==> src/rtl/udp_reg_frame_rx.sv <==
`default_nettype none
// ============================================================================
// Module   : udp_reg_frame_rx
// Purpose  : Register-write frame receiver. Consumes raw Ethernet frames as an
//            8-bit AXI-stream, strips the MAC header, checks a two-byte sync
//            word, latches a base register index from a 4-byte header, stages
//            payload bytes and commits them to the register file atomically
//            only when the frame ends cleanly.
// Revision : 1.0 - initial release
// ----------------------------------------------------------------------------
// Ports
//   clk        in   1          single clock, rising edge
//   rstn       in   1          asynchronous active-low reset
//   rx_tvalid  in   1          stream byte valid
//   rx_tready  out  1          low in reset, otherwise high (no backpressure)
//   rx_tdata   in   8          stream byte
//   rx_tlast   in   1          last byte of frame
//   rx_tuser   in   1          frame error flag, sampled on the tlast beat
//   dv_out     out  1          one-cycle pulse when wr_val is updated
//   wr_val     out  NREGS*32   register file (register i at [i*32 +: 32])
//   wr_strb    out  NREGS      registers touched by the commit
//   ovf        out  1          committed frame ran past register NREGS-1
//   good_cnt   out  CNT_W      committed frames, saturating
//   bad_cnt    out  CNT_W      discarded frames, saturating
// ============================================================================
module udp_reg_frame_rx #(
    parameter int         NREGS    = 16,
    parameter int         HDR_SKIP = 14,
    parameter logic [7:0] SYNC0    = 8'hF3,
    parameter logic [7:0] SYNC1    = 8'hFA,
    parameter int         CNT_W    = 16
) (
    input  logic                  clk,
    input  logic                  rstn,
    input  logic                  rx_tvalid,
    output logic                  rx_tready,
    input  logic [7:0]            rx_tdata,
    input  logic                  rx_tlast,
    input  logic                  rx_tuser,
    output logic                  dv_out,
    output logic [NREGS*32-1:0]   wr_val,
    output logic [NREGS-1:0]      wr_strb,
    output logic                  ovf,
    output logic [CNT_W-1:0]      good_cnt,
    output logic [CNT_W-1:0]      bad_cnt
);

    // ------------------------------------------------------------------------
    // Constants
    // ------------------------------------------------------------------------
    localparam int c_NB = NREGS * 4;           // staging bytes
    localparam int c_AW = $clog2(c_NB);        // staging byte address width
    // Ten spare bits: base*4 (< 1024) plus a saturating payload count can
    // never wrap back into the valid staging range.
    localparam int c_IW = c_AW + 10;
    // Beat counter wide enough for the MAC skip count and the 4 header beats.
    localparam int c_CW = $clog2(HDR_SKIP + 5);

    typedef enum logic [2:0] {
        S_SKIP = 3'd0,
        S_SYNC = 3'd1,
        S_HDR  = 3'd2,
        S_DATA = 3'd3,
        S_DROP = 3'd4
    } state_t;

    // With no MAC header to discard the frame starts directly at the sync word.
    localparam state_t c_START = (HDR_SKIP == 0) ? S_SYNC : S_SKIP;

    localparam logic [CNT_W-1:0] c_CNT_MAX = {CNT_W{1'b1}};

    // ------------------------------------------------------------------------
    // State
    // ------------------------------------------------------------------------
    state_t                r_state;
    logic [c_CW-1:0]       r_cnt;
    logic [7:0]            r_base;
    logic [c_IW-1:0]       r_pidx;
    logic [7:0]            r_stage [c_NB];
    logic [c_NB-1:0]       r_mask;
    logic                  r_ovf_int;
    logic                  r_commit;
    logic                  r_discard;

    logic                  r_dv;
    logic [NREGS*32-1:0]   r_wr_val;
    logic [NREGS-1:0]      r_strb;
    logic                  r_ovf;
    logic [CNT_W-1:0]      r_good;
    logic [CNT_W-1:0]      r_bad;

    // ------------------------------------------------------------------------
    // Combinational helpers
    // ------------------------------------------------------------------------
    logic                  w_acc;
    logic [c_IW-1:0]       w_tgt;
    logic                  w_inrng;
    logic [c_AW-1:0]       w_tgt_idx;
    logic                  w_good_end;

    assign rx_tready = rstn;
    assign w_acc     = rx_tvalid & rstn;

    // Payload byte k targets staging byte base*4 + k.
    assign w_tgt     = {{(c_IW-10){1'b0}}, r_base, 2'b00} + r_pidx;
    assign w_inrng   = (w_tgt < c_IW'(c_NB));
    assign w_tgt_idx = w_tgt[c_AW-1:0];

    // A frame is good if it ends in DATA, or exactly on the last header beat
    // (an empty payload), with no error flag.
    assign w_good_end = !rx_tuser &&
                        ((r_state == S_DATA) ||
                         ((r_state == S_HDR) && (r_cnt == c_CW'(3))));

    // ------------------------------------------------------------------------
    // Staging byte storage. Only bytes whose mask bit is set are ever read,
    // so the data array itself needs no reset.
    // ------------------------------------------------------------------------
    always_ff @(posedge clk) begin
        if (w_acc && (r_state == S_DATA) && w_inrng) begin
            r_stage[w_tgt_idx] <= rx_tdata;
        end
    end

    // ------------------------------------------------------------------------
    // Frame FSM, staging mask, commit and counters
    // ------------------------------------------------------------------------
    always_ff @(posedge clk or negedge rstn) begin
        if (!rstn) begin
            r_state   <= c_START;
            r_cnt     <= '0;
            r_base    <= '0;
            r_pidx    <= '0;
            r_mask    <= '0;
            r_ovf_int <= 1'b0;
            r_commit  <= 1'b0;
            r_discard <= 1'b0;
            r_dv      <= 1'b0;
            r_wr_val  <= '0;
            r_strb    <= '0;
            r_ovf     <= 1'b0;
            r_good    <= '0;
            r_bad     <= '0;
        end else begin
            r_dv      <= 1'b0;
            r_strb    <= '0;
            r_ovf     <= 1'b0;
            r_commit  <= 1'b0;
            r_discard <= 1'b0;

            // ---- end-of-frame action, one cycle after the tlast beat ----
            if (r_commit) begin
                for (int i = 0; i < c_NB; i++) begin
                    if (r_mask[i]) begin
                        r_wr_val[i*8 +: 8] <= r_stage[i];
                    end
                end
                for (int r = 0; r < NREGS; r++) begin
                    r_strb[r] <= |r_mask[r*4 +: 4];
                end
                r_dv  <= 1'b1;
                r_ovf <= r_ovf_int;
                if (r_good != c_CNT_MAX) begin
                    r_good <= r_good + CNT_W'(1);
                end
            end

            if (r_discard && (r_bad != c_CNT_MAX)) begin
                r_bad <= r_bad + CNT_W'(1);
            end

            // The next frame is still in SKIP/SYNC here, so clearing the
            // mask cannot collide with a new payload write.
            if (r_commit || r_discard) begin
                r_mask    <= '0;
                r_ovf_int <= 1'b0;
            end

            // ---- beat processing ----
            if (w_acc) begin
                case (r_state)
                    S_SKIP: begin
                        if (r_cnt == c_CW'(HDR_SKIP - 1)) begin
                            r_state <= S_SYNC;
                            r_cnt   <= '0;
                        end else begin
                            r_cnt   <= r_cnt + c_CW'(1);
                        end
                    end
                    S_SYNC: begin
                        if (r_cnt == '0) begin
                            if (rx_tdata == SYNC0) begin
                                r_cnt   <= c_CW'(1);
                            end else begin
                                r_state <= S_DROP;
                            end
                        end else begin
                            r_cnt <= '0;
                            if (rx_tdata == SYNC1) begin
                                r_state <= S_HDR;
                            end else begin
                                r_state <= S_DROP;
                            end
                        end
                    end
                    S_HDR: begin
                        if (r_cnt == '0) begin
                            r_base <= rx_tdata;
                        end
                        if (r_cnt == c_CW'(3)) begin
                            r_state <= S_DATA;
                            r_cnt   <= '0;
                            r_pidx  <= '0;
                        end else begin
                            r_cnt   <= r_cnt + c_CW'(1);
                        end
                    end
                    S_DATA: begin
                        if (w_inrng) begin
                            r_mask[w_tgt_idx] <= 1'b1;
                        end else begin
                            r_ovf_int <= 1'b1;
                        end
                        // Saturate well above any valid index so an
                        // arbitrarily long payload stays out of range.
                        if (!r_pidx[c_IW-1]) begin
                            r_pidx <= r_pidx + c_IW'(1);
                        end
                    end
                    S_DROP: begin
                        r_cnt <= '0;
                    end
                    default: begin
                        r_state <= c_START;
                        r_cnt   <= '0;
                    end
                endcase

                // tlast ends the frame from any state; it overrides the
                // state/counter updates made above.
                if (rx_tlast) begin
                    r_state <= c_START;
                    r_cnt   <= '0;
                    if (w_good_end) begin
                        r_commit  <= 1'b1;
                    end else begin
                        r_discard <= 1'b1;
                    end
                end
            end
        end
    end

    // ------------------------------------------------------------------------
    // Outputs
    // ------------------------------------------------------------------------
    assign dv_out   = r_dv;
    assign wr_val   = r_wr_val;
    assign wr_strb  = r_strb;
    assign ovf      = r_ovf;
    assign good_cnt = r_good;
    assign bad_cnt  = r_bad;

endmodule
`default_nettype wire

==> config.mk <==
export PLATFORM = sky130hd
export DESIGN_NAME = udp_reg_frame_rx
export DESIGN_NICKNAME = d
export VERILOG_FILES = /design/src/rtl/udp_reg_frame_rx.sv
export SDC_FILE = /design/constraint.sdc
export NUM_CORES = 1
export LEC_CHECK = 0
export ABC_AREA = 0
export CAP_MARGIN = 10
export CORE_ASPECT_RATIO = 0.7
export CORE_MARGIN = 5
export CORE_UTILIZATION = 50
export DETAILED_ROUTE_END_ITERATION = 8
export GPL_TIMING_DRIVEN = 0
export PLACE_DENSITY = 0.7
export SETUP_SLACK_MARGIN = 0.4
export SYNTH_ARGS = -nofsm -noshare
export SYNTH_HDL_FRONTEND = slang
export SYNTH_SLANG_ARGS = --single-unit
==> constraint.sdc <==
create_clock -name clk -period 10 [get_ports clk]
set_clock_uncertainty 0.15 [all_clocks]
set_input_delay 1 -clock clk [delete_from_list [all_inputs] [get_ports clk]]
set_output_delay 1 -clock clk [all_outputs]
set_load 0.02 [all_outputs]
==> results of run 1 <==
power groups by stage:
stage	clock network [mW]	logic, mW	registers [mW]
6_report	4.12	0.356	5.11
5_1_grt	4.40	0.385	5.11
4_1_cts	4.19	0.363	5.11
3_5_place_dp	0	0.362	5.20
3_3_place_gp	0	0.340	5.22
2_1_floorplan	0	0.0744	5.24
layer usage:
layer | track usage, % | routed length [um] | up-vias
li1 | - | - | 10203
met2 | 39.1 | 51900 | 857
met1 | 35.0 | 47500 | 12326
met5 | 0 | 0 | -
met3 | 7.84 | 9910 | 176
met4 | 7.07 | 3120 | 0
cells by family after synthesis:
| group | Yosys count |
|---|---|
| simple gates | 399 |
| xor+xnor | 41 |
| compound gates | 140 |
| mux | 525 |
| buf+inv | 62 |
| fa+ha+maj | 15 |
| flops | 1173 |
critical path, cell delays in order:
cell and delay [ns]:
buf_8 0.61, buf_16 0.46, nand2_1 0.28, nor3_1 0.72
nand2_1 0.17, nor2_1 0.34, nand3_1 0.55, nor3_1 1.10
worst paths after layout:
path	from	endpoint	slack, ns	cells past startpoint
worst min-delay path	r_commit$_DFF_PN0_	dv_out$_DFF_PN0_	0.22	0
min in group asynchronous	rstn	wr_val[80]$_DFFE_PN0P_	0.26	1
worst min register to register	r_commit$_DFF_PN0_	dv_out$_DFF_PN0_	0.22	0
worst max register to register	r_pidx[2]$_DFFE_PN0P_	r_stage[36][0]$_DFFE_PP_	5.72	12
worst max-delay path	rstn	r_stage[23][7]$_DFFE_PP_	4.68	8
max in group asynchronous	rstn	r_mask[32]$_DFF_PN0_	7.66	3
state kept, by name, indices dropped and copies added (netlist names), 3 cells and up:
name and cells:
bad_cnt 16, good_cnt 16, r_base 8, r_cnt 5, r_mask 64, r_pidx 16
r_stage 512, r_state 3, wr_strb 16, wr_val 512
layout make-up:
class                      count  share of cell area, %
inverter                      10                 0.0711
timing repair buffer         629                   12.0
multi-input combinational   1120                   17.7
antenna                        1                0.00474
buffer                        52                  0.474
clock buffer                 156                   5.80
sequential                  1173                   60.4
clock inverter                46                  0.933
tap                         1080                   2.56
stage by stage:
step	hold WS [ns]	total power, mW	std cells	utilization (%)
floorplan	0.202	5.32	2355	-
CTS	0.224	9.66	4237	63.9
global placement	0.211	5.56	4010	59.0
global route	0.248	9.90	4266	64.1
detailed placement	0.209	5.56	4035	59.6
finish	0.224	9.58	4267	64.1
synth_stat cells (2+ instances only):
master | instances | area [um2]
o41a_1 | 16 | 180
buf_4 | 2 | 15.0
o21ai_0 | 24 | 120
and3_1 | 9 | 56.3
inv_1 | 10 | 37.5
nand2b_1 | 7 | 43.8
nand4_1 | 11 | 68.8
nand3b_1 | 3 | 22.5
dfrtp_1 | 661 | 16500
nand2_1 | 190 | 713
buf_2 | 8 | 40.0
nor2_1 | 45 | 169
a22o_1 | 2 | 17.5
buf_1 | 3 | 11.3
nor3_1 | 74 | 370
edfxtp_1 | 512 | 15400
and2_1 | 6 | 37.5
a21oi_1 | 10 | 50.1
clkbuf_1 | 34 | 128
mux2i_1 | 2 | 20.0
mux2_2 | 523 | 5890
a41oi_1 | 2 | 17.5
a31oi_1 | 6 | 37.5
buf_6 | 5 | 56.3
or3_1 | 3 | 18.8
and4_1 | 3 | 26.3
a211oi_1 | 2 | 15.0
nor2b_1 | 8 | 50.1
ha_1 | 14 | 175
xnor2_1 | 23 | 201
nand3_1 | 30 | 150
xor2_1 | 18 | 158
o31ai_1 | 66 | 495
nor4_1 | 4 | 25.0
==> metrics.txt, run 1 <==
# Post-CTS Setup Buffers=0; # port buffers=575; max-slew violation count=0; initial antenna violation count=2; first-pass GRT wire length=167000 um; share of power burned in registers=53.3%; CTS resizes=0; vias in the first global route=24892; final net count=3121; DP Area=49100 um2; design area=52800 um2; clock sink total=1173; switching portion of total power=21.2%; Yosys cell types=53; CP endpoint kind=flip-flop; Detail Placement HPWL=76400 um; Post-route DRC=0; Clock Tree Root=clkbuf_16; largest family of logic cells by synthesized area=multiplexers; max_cap viols=0; Worst Path Arrival=5.45 ns; ANT nets after route=0; Synth Area in Simple Gates=4.35%; CP Launch Type=input port; most common cell after layout, fill and taps aside=dfrtp_1; EDFF count, synth=512; combinational power share=3.7%; largest net degree at the start of global routing=125; most frequent cells in the layout=dfrtp_1, clkdlybuf4s50_1, mux2_2; main flop type after synthesis=dfrtp_1; GRT Residual Overflow=0; Final GP Congestion=0.864; DIE WIDTH=354 um; Max FO, Critical Path=116; post-synthesis sequential area ratio=76.9%; layout overhead on the synthesized area=27.2%; CTS tree=built; setup violators final=0; critical path required time=10.12 ns; Synth Area per Inst=17.6 um2; Hold Crit Class=flip-flop to flip-flop; CTS Buffer Depth=3; Multi-input gate area=9340 um2; Fmax=0.188 GHz; Internal=7.56 mW; total net switching power=2.03 mW; Clock power frac=43.0%; die area=89000 um2; flops & latches, synth=1173; post-synthesis adder-cell area fraction=0.470%; layout cells sized above 1=24.1%; Die Ht=251 um; # IOs=576; Reg clk slew, reported paths=0.06 ns; Cell Area, Synth=41500 um2; Syn Inst Count=2355; H-tree Lvls=3; Tcrit/Tclk final=53.2%; PwrDens=181 nW/um2; DR WL/cell=26.3 um; syn nets=2383; Compound-Gate Fraction of Synth Area=2.53%; unrepaired setup endpoints after global routing=false; status=finished clean; setup_tns=0 ns; Filler cells=5803; vias per inst=5.52; first drt pass iteration count=6; FP Rows=88; Post-CTS Hold Buffers=0; fin crit period=5.32 ns; Core Area=82400 um2; CTS Buf Count=107; clk_lat worst skew=0.67 ns; pre-CTS setup slack=3.81 ns; final WL=112000 um; Sequential Area=31900 um2; fin worst setup slack=4.68 ns; XOR/XNOR Fraction of Synth Area=0.865%; initial drt markers=1873; Final Hold Viols=0; peak supply drop=0.000131 V; async set-reset flop share out of synthesis=56.4%; Pleak=22.1 nW; GRT Overall Usage=25.2%; relative slew slack=14.8%; Yosys Warn Count=0; crit path kind=input port to flip-flop; multiplexer share of the synthesized area=14.2%; Worst-Margin Slew=1.27 ns; initial core utilization=50.4%; routed vias=23562
(Power assumes the default switching activity.)
==> inputs of run 2 (changes only) <==
--- a/config.mk
+++ b/config.mk
@@ -9,10 +9,10 @@
 export CAP_MARGIN = 10
 export CORE_ASPECT_RATIO = 0.7
 export CORE_MARGIN = 5
-export CORE_UTILIZATION = 50
+export CORE_UTILIZATION = 49
 export DETAILED_ROUTE_END_ITERATION = 8
 export GPL_TIMING_DRIVEN = 0
-export PLACE_DENSITY = 0.7
+export PLACE_DENSITY = 0.72
 export SETUP_SLACK_MARGIN = 0.4
 export SYNTH_ARGS = -nofsm -noshare
 export SYNTH_HDL_FRONTEND = slang
==> constraint.sdc (replaced) <==
create_clock -name clk -period 4.4 [get_ports clk]
set_clock_uncertainty 0.15 [all_clocks]
set_input_delay 0.44 -clock clk [delete_from_list [all_inputs] [get_ports clk]]
set_output_delay 0.44 -clock clk [all_outputs]
set_load 0.02 [all_outputs]
==> run 2 against run 1 <==
Net effect:
- combinational power increased by 140%
- sequential power increased by 130%
- clock-buffer cell count decreased by 1
- die area increased by 2.0%
- worst setup slack got worse by 4.2 ns
- critical path type is now flip-flop to flip-flop
- largest power group unchanged
==> metrics.txt, run 2 (synthesized netlist as in run 1, its figures left out) <==
# diodes=0 (-1); Worst-Margin Slew=1.32 ns (+0.0552 ns); first-pass GRT wire length=166000 um (-0.59%); Post-route DRC=0 (unchanged); crit-path leading delay family=simple AND/OR/NAND/NOR gates; H-tree Lvls=3 (unchanged); Reg clk slew, reported paths=0.07 ns (about the same); max-slew violation count=0 (unchanged); CP cell instances=ha_1 -> inv_1 -> fa_1 -> nand2b_1 -> a21oi_1 -> nand3_1 -> a211oi_1 -> o2111ai_1 -> buf_4 -> buf_2 -> nor3_2; FP Rows=89 (+1.1%); Clock Tree Root=clkbuf_16; Worst path max stage delay=0.66 ns (-0.44 ns); vias per inst=5.49 (-0.57%); # port buffers=575 (unchanged); Hold Crit Class=input port to flip-flop; DR WL/cell=26.1 um (-1.1%); routed vias=23723 (+0.68%); GRT Overall Usage=24.7% (-0.56 points); layout cells sized above 1=26.4% (+2.3 points); Die Ht=254 um (+0.98%); most common cell after layout, fill and taps aside=dfrtp_1; Max FO, Critical Path=10 (-91%); Worst Path Arrival=4.12 ns (-1.33 ns); # IOs=576 (unchanged); final WL=113000 um (+0.16%); CP max-delay cell=nor3_2; ANT nets after route=0 (unchanged); CTS Buffer Depth=3 (unchanged); initial drt markers=1726 (-7.8%); CP Launch Type=flip-flop; clock sink total=1173 (unchanged); most frequent cells in the layout=dfrtp_1, clkdlybuf4s50_1, mux2_2; Final Hold Viols=0 (unchanged); largest net degree at the start of global routing=120 (-4.0%); CP endpoint kind=flip-flop; Final GP Congestion=0.852 (-1.4%); PwrDens=404 nW/um2 (+120%); first drt pass iteration count=5 (-1); flop2flop setup slack=0.45 ns (-5.27 ns); Fmax=0.253 GHz; unrepaired setup endpoints after global routing=true; initial antenna violation count=1 (-1); crit path kind=flip-flop to flip-flop; DIE WIDTH=358 um (+0.99%); Cell Count, Final, Fillers Out=4321 (+1.3%); status=finished clean; layout overhead on the synthesized area=29.1%; die area=90800 um2 (+2.0%); setup violators final=0 (unchanged); Detail Placement HPWL=76000 um (-0.53%); initial core utilization=49.3% (-1.1 points); Buf/Inv on CP=3 (+1); GRT Residual Overflow=0 (unchanged); CTS tree=built; final net count=3119 (-0.064%); Tcrit/Tclk final=89.8%; Pwr Total=21.7 mW (+130%); Pleak=22.4 nW (+1.6%); CTS Buf Count=106 (-0.93%); fin crit period=3.95 ns; Core Area=84200 um2 (+2.2%); relative slew slack=11.8% (-3.0 points); peak supply drop=0.000351 V (+170%); Post-Place Cells=4091 (+1.4%); max_cap viols=0 (unchanged); vias in the first global route=24949 (+0.23%); clk_lat worst skew=0.67 ns (about the same); critical path required time=4.56 ns (-5.56 ns)
[run 2: final timing paths]
path | startpoint | to | depth (start not counted)
setup / recovery | r_pidx[2]$_DFFE_PN0P_ | r_stage[19][4]$_DFFE_PP_ | 11
hold / removal | rx_tdata[0] | r_stage[5][0]$_DFFE_PP_ | 1
setup reg to reg | r_pidx[2]$_DFFE_PN0P_ | r_stage[19][4]$_DFFE_PP_ | 11
hold reg to reg | r_commit$_DFF_PN0_ | dv_out$_DFF_PN0_ | 0
max in group asynchronous | rstn | wr_val[166]$_DFFE_PN0P_ | 5
min in group asynchronous | rstn | wr_val[45]$_DFFE_PN0P_ | 3
[run 2: routing by layer]
layer	vias to the layer above	part of all wire (%)	GRT usage, %
met2	893	48	40.0
met3	136	9.1	7.01
met5	-	0	0
met1	12501	41	33.8
met4	0	1.9	5.29
li1	10193	-	-
[run 2: cell type report]
class | count | area [um2]
Buffer | 52 | 250
Clock buffer | 155 | 3040
Clock inverter | 46 | 470
Fill cell | 5934 | 30600
Inverter | 10 | 37.5
Multi-Input combinational cell | 1120 | 9950
Sequential cell | 1173 | 31900
Tap cell | 1137 | 1420
Timing Repair Buffer | 628 | 6540
[run 2: report_power, final]
group	total, mW	internal [mW]	switching (mW)
clock	9.19	5.18	4.02
combinational	0.856	0.292	0.564
sequential	11.6	11.5	0.0781
total	21.7	17.0	4.66
[run 2: metrics by stage]
| stage | util, % | hold WS [ns] | area (um2) | setup WS [ns] | TNS (ns) |
|---|---|---|---|---|---|
| finish | 63.7 | 0.0847 | 53600 | 0.447 | 0 |
| global route | 63.7 | 0.0600 | 53600 | 0.296 | 0 |
| CTS | 63.5 | 0.0500 | 53500 | 0.434 | 0 |
| detailed placement | 58.3 | 0.219 | 49100 | -1.61 | -688.54 |
| global placement | 57.9 | 0.209 | 48700 | -26.90 | - |
| floorplan | - | -0.00559 | 41500 | 0.987 | 0 |
[run 2: what timing repair did]
item	CTS	global route
buffers inserted	17	1
gates cloned	2	0
endpoints found under the setup margin	551	151
hold buffers	5	0
pin swaps	16	4
endpoints found under the hold margin	108	0
gates resized for setup	102	15
==> inputs of run 3 (changes only) <==
--- a/config.mk
+++ b/config.mk
@@ -12,7 +12,7 @@
 export CORE_UTILIZATION = 49
 export DETAILED_ROUTE_END_ITERATION = 8
 export GPL_TIMING_DRIVEN = 0
-export PLACE_DENSITY = 0.72
+export PLACE_DENSITY = 0.73
 export SETUP_SLACK_MARGIN = 0.4
 export SYNTH_ARGS = -nofsm -noshare
 export SYNTH_HDL_FRONTEND = slang
==> constraint.sdc (replaced) <==
create_clock -name clk -period 4.4 [get_ports clk]
set_clock_uncertainty 0.15 [all_clocks]
set_input_delay 0.44 -clock clk [delete_from_list [all_inputs] [get_ports clk]]
set_output_delay 0.44 -clock clk [all_outputs]
set_load 0.005 [all_outputs]
==> run 3 against run 2 <==
Net effect:
- cell area is 1.3% higher
- sequential share of layout area fell by 0.75 points
- non-clock buffer count rose by 29
- die area did not move
- global-route usage rose by 0.51 points
- register-to-register slack about the same
- hold slack better by 0.029 ns
- clock-buffer cell count decreased by 15
- largest power group unchanged
- highest routed layer unchanged
==> metrics.txt, run 3 (synthesized netlist as in run 1, its figures left out) <==
status=finished clean; DIE WIDTH=358 um (unchanged); routed vias=24006 (+1.2%); Pleak=22.7 nW (+1.3%); vias in the first global route=25313 (+1.5%); critical path required time=4.55 ns (about the same); most frequent cells in the layout=dfrtp_1, clkdlybuf4s50_1, mux2_2; Max FO, Critical Path=56 (+46); Filler cells=5803 (-2.2%); ANT nets after route=0 (unchanged); # IOs=576 (unchanged); Layout Utilization=64.5% (+0.81 points); CP endpoint kind=flip-flop; crit path kind=input port to flip-flop; worst reg2reg endpoint=r_stage[10][2]$_DFFE_PP_; layout cells sized above 1=27.2% (+0.89 points); worst r2r src=r_pidx[2]$_DFFE_PN0P_; first-pass GRT wire length=168000 um (+1.7%); GRT Overall Usage=25.2% (+0.51 points); largest net degree at the start of global routing=116 (-3.3%); Final GP Congestion=0.852 (about the same); Core Area=84200 um2 (unchanged); Final Hold Viols=0 (unchanged); clk_lat worst skew=0.68 ns (about the same); Worst R2R Path Depth=11 (unchanged); Crit. Startpoint=rstn; CTS tree=built; Reg clk slew, reported paths=0.06 ns (about the same); DR WL/cell=26.4 um (+1.4%); max_cap viols=0 (unchanged); Worst-Margin Slew=1.24 ns (-0.0784 ns); CP Launch Type=input port; setup violators final=0 (unchanged); most common cell after layout, fill and taps aside=dfrtp_1; Hold Crit Class=input port to flip-flop; relative slew slack=17.0% (+5.2 points); Die Ht=254 um (unchanged); GRT Residual Overflow=0 (unchanged); fin crit period=3.99 ns (+0.0419 ns); H-tree Lvls=3 (unchanged); die area=90800 um2 (unchanged); Post-route DRC=0 (unchanged); peak supply drop=0.000314 V (-10%); Pwr Total=21.7 mW (about the same); CTS Buf Count=104 (-1.9%); Tcrit/Tclk final=90.8% (+0.95 points); initial antenna violation count=1 (unchanged); vias per inst=5.52 (+0.61%); hold endpoint=r_stage[55][7]$_DFFE_PP_; final net count=3146 (+0.87%); final WL=115000 um (+1.9%); Detail Placement HPWL=77200 um (+1.5%); first drt pass iteration count=6 (+1); initial drt markers=1661 (-3.8%); initial core utilization=49.3% (unchanged); # diodes=0 (unchanged); flop2flop setup slack=0.44 ns (about the same); max-slew violation count=0 (unchanged); clock sink total=1173 (unchanged); CTS Buffer Depth=3 (unchanged); hold path startpoint=rx_tdata[7]; Worst Hold Depth=1 (unchanged); Worst Path Arrival=4.15 ns (+0.03 ns); FP Rows=89 (unchanged); layout overhead on the synthesized area=30.8%; Clock Tree Root=clkbuf_16; # port buffers=575 (unchanged); unrepaired setup endpoints after global routing=true; Fmax=0.250 GHz (-1.0%); PwrDens=399 nW/um2 (-1.3%)
-- run 3: report_power, final --
| part | switching [mW] | leakage, nW | internal, mW | total (mW) |
|---|---|---|---|---|
| Sequential | 0.0790 | 13.8 | 11.5 | 11.6 |
| Combinational | 0.475 | 7.24 | 0.311 | 0.785 |
| Clock | 4.08 | 1.71 | 5.18 | 9.26 |
| Total | 4.63 | 22.7 | 17.0 | 21.7 |
-- run 3: timing repair --
action | 4_1_cts | 5_1_grt
cloned | 3 | 0
resized for setup | 107 | 16
buffers inserted | 24 | 18
pin swaps | 21 | 21
endpoints found under the hold margin | 111 | 0
endpoints found under the setup margin | 569 | 319
hold buffers | 13 | 0
-- run 3: worst max-delay path, stage by stage --
cell	delay, ns
dlygate4sd3_1	0.59
buf_12	0.16
buf_16	0.12
buf_16	0.15
buf_16	0.16
buf_16	0.26
nand2_1	0.22
nor3_2	0.35
nand2b_1	0.14
nor2_1	0.29
nand2_1	0.51
nor3_2	0.72
-- run 3: metal layers --
metal	GRT usage [%]	vias to the layer above	wire (um)	part of all wire [%]
li1	-	10263	-	-
met1	34.7	12548	46800	41
met2	39.8	1008	54200	47
met3	7.72	187	11100	9.6
met4	6.29	0	2680	2.3
met5	0	-	0	0
-- run 3: area by class of cell --
class	count	area [um2]	share of cell area [%]
plain buffers	52	258	0.475
clock buffers	140	2880	5.30
clock inverters	57	643	1.18
inverters	10	37.5	0.0691
flip-flops and latches	1173	31900	58.8
multi-input cells	1120	9960	18.3
repair buffers	657	7190	13.2
well taps	1137	1420	2.62
-- run 3: how the worst max path moves through the flow --
stage,end,slack (ns),cells past startpoint
2_1_floorplan,r_stage[38][0]$_DFFE_PP_,0.99,12
3_3_place_gp,wr_val[256]$_DFFE_PN0P_,-26.82,1
3_5_place_dp,r_stage[46][7]$_DFFE_PP_,-1.83,10
4_1_cts,r_stage[28][3]$_DFFE_PP_,0.37,12
5_1_grt,r_stage[12][3]$_DFFE_PP_,0.23,11
6_report,r_stage[10][2]$_DFFE_PP_,0.41,12
-- run 3: metrics by stage --
step / hold slack (ns) / TNS [ns] / setup slack [ns] / std cells / area, um2
2_1_floorplan: -0.00559 / 0 / 0.987 / 2355 / 41500
3_3_place_gp: 0.214 / - / -26.82 / 4067 / 48700
3_5_place_dp: 0.218 / -750.90 / -1.83 / 4089 / 49100
4_1_cts: 0.0938 / 0 / 0.369 / 4326 / 53800
5_1_grt: 0.110 / 0 / 0.230 / 4346 / 54300
6_report: 0.114 / 0 / 0.405 / 4346 / 54300
==> RTL change, RTL diff (flow settings as in run 3) <==
`NREGS`: 16 -> 8.
--- a/src/rtl/udp_reg_frame_rx.sv
+++ b/src/rtl/udp_reg_frame_rx.sv
@@ -24,7 +24,7 @@
 //   bad_cnt    out  CNT_W      discarded frames, saturating
 // ============================================================================
 module udp_reg_frame_rx #(
-    parameter int         NREGS    = 16,
+    parameter int         NREGS    = 8,
     parameter int         HDR_SKIP = 14,
     parameter logic [7:0] SYNC0    = 8'hF3,
     parameter logic [7:0] SYNC1    = 8'hFA,
Ports: changed (resized wr_strb and wr_val); port bits go from 576 to 312. The function was not compared with the original's and may differ.
==> RTL change against run 3 <==
Area after synthesis decreased by 45%; final area down 47%; sequential power decreased by 47%; register-to-register slack lost 0.06 ns; total power down 46%; non-clock buffer count decreased by 352; synthesized cell count shrank 40%; sequential share of layout area shrank 0.43 points; sequential cell count fell by 553; routed wire length is 52% lower; combinational power down 37%; setup slack worse by 0.022 ns; critical path type is now register to register; critical endpoint is now r_stage[15][0]; largest cell class unchanged; highest routed layer unchanged.
==> RTL change: results (changes against run 3) <==
* Switch share at 0.212 (-0.00227)
* Xor-xnor portion of the synthesized cell area at 0.0135 (+0.00486)
* Cell types with the largest area share after synthesis: sky130_fd_sc_hd__dfrtp_1, sky130_fd_sc_hd__edfxtp_1, sky130_fd_sc_hd__mux2_2
* TritonCTS buffer count at 57 (-45%)
* H-tree level count at 2 (-1)
* Worst setup path startpoint: r_pidx[2]
* Hold endpoint: r_stage[4][7]
* Result of the run: finished, final reports clean
* Placed inst area at 0.0268 mm2 (-45%)
* Power in combinational cells at 0.000497 W (-37%)
* Nets at 1,827 (-42%)
* Distinct cell type count of the synthesized netlist at 60 (+13%)
* PnR Total Power at 0.0117 W (-46%)
* Worst path arrival time at 4.08 ns (-0.07 ns)
* Critical Path End: r_stage[15][0]
* Global placement routability congestion at 0.840 (-1.4%)
* DP HPWL at 37.2 mm (-52%)
* Mapped Avg Cell Area at 16.0 um2 (-9.0%)
* Sequential element share of the synthesized area at 0.740 (-0.0285)
* Most frequent cells after synthesis: sky130_fd_sc_hd__dfrtp_1, sky130_fd_sc_hd__mux2_2, sky130_fd_sc_hd__edfxtp_1
* Clock group power at 0.00501 W (-46%)
* Leakage at 11.9 nW (-48%)
* Insertion delay to the later sink of the worst-skew pair at 0.60 ns (-0.08 ns)
* Reg-to-reg slack, setup at 0.38 ns (-0.06 ns)
* Vias per std cell at 5.39 (-2.4%)
* Input/output buffers at 310 (-46%)
* Worst-case vdd ir drop at 0.000347 V (+10%)
* Synth Area in Compound Gates at 0.0340 (+0.00874)
* Tmin final at 4.02 ns (+0.0223 ns)
-- RTL change: cell types whose count changed after synthesis, sizes merged, moves of 11 or more --
cell    change
nor3       -60
o31ai      -63
nand2      -51
clkbuf     -11
edfxtp    -256
nor2       +23
dfrtp     -297
o21ai      +35
mux2      -258
-- RTL change: worst max-delay path, cell delays in order (launching register included) --
cell and delay [ns]:
sky130_fd_sc_hd__dfrtp_1 0.47, sky130_fd_sc_hd__ha_1 0.22, sky130_fd_sc_hd__inv_1 0.06, sky130_fd_sc_hd__fa_1 0.41
sky130_fd_sc_hd__nor2b_1 0.21, sky130_fd_sc_hd__o311a_1 0.25, sky130_fd_sc_hd__mux2i_1 0.10, sky130_fd_sc_hd__nor4_1 0.43
sky130_fd_sc_hd__o2111ai_1 0.19, sky130_fd_sc_hd__buf_2 0.25, sky130_fd_sc_hd__buf_2 0.25, sky130_fd_sc_hd__nor2_1 0.63
-- RTL change: repair_timing --
| action | CTS | global route |
|---|---|---|
| hold buffers | 2 | 0 |
| endpoints found under the setup margin | 6 | 250 |
| pin swaps | 0 | 0 |
| buffers inserted | 0 | 0 |
| resized for setup | 1 | 24 |
| hold endpoints to repair | 45 | 0 |
-- RTL change: final cells by class --
cell class,instances,area [um2],area share
buffer,34,153,0.00530
clock buffer,79,1640,0.0570
clock inverter,25,269,0.00934
inverter,15,56.3,0.00196
multi-input combinational,745,5750,0.200
sequential,620,16800,0.583
tap,612,766,0.0266
timing repair buffer,323,3360,0.117
-- RTL change: routing by layer --
metal / up-vias / global-route usage / wire length, um
met5: - / 0 / 0
met4: 0 / 0.0453 / 1060
met3: 93 / 0.0522 / 3740
met2: 385 / 0.330 / 25200
met1: 6819 / 0.318 / 25000
li1: 5926 / - / -
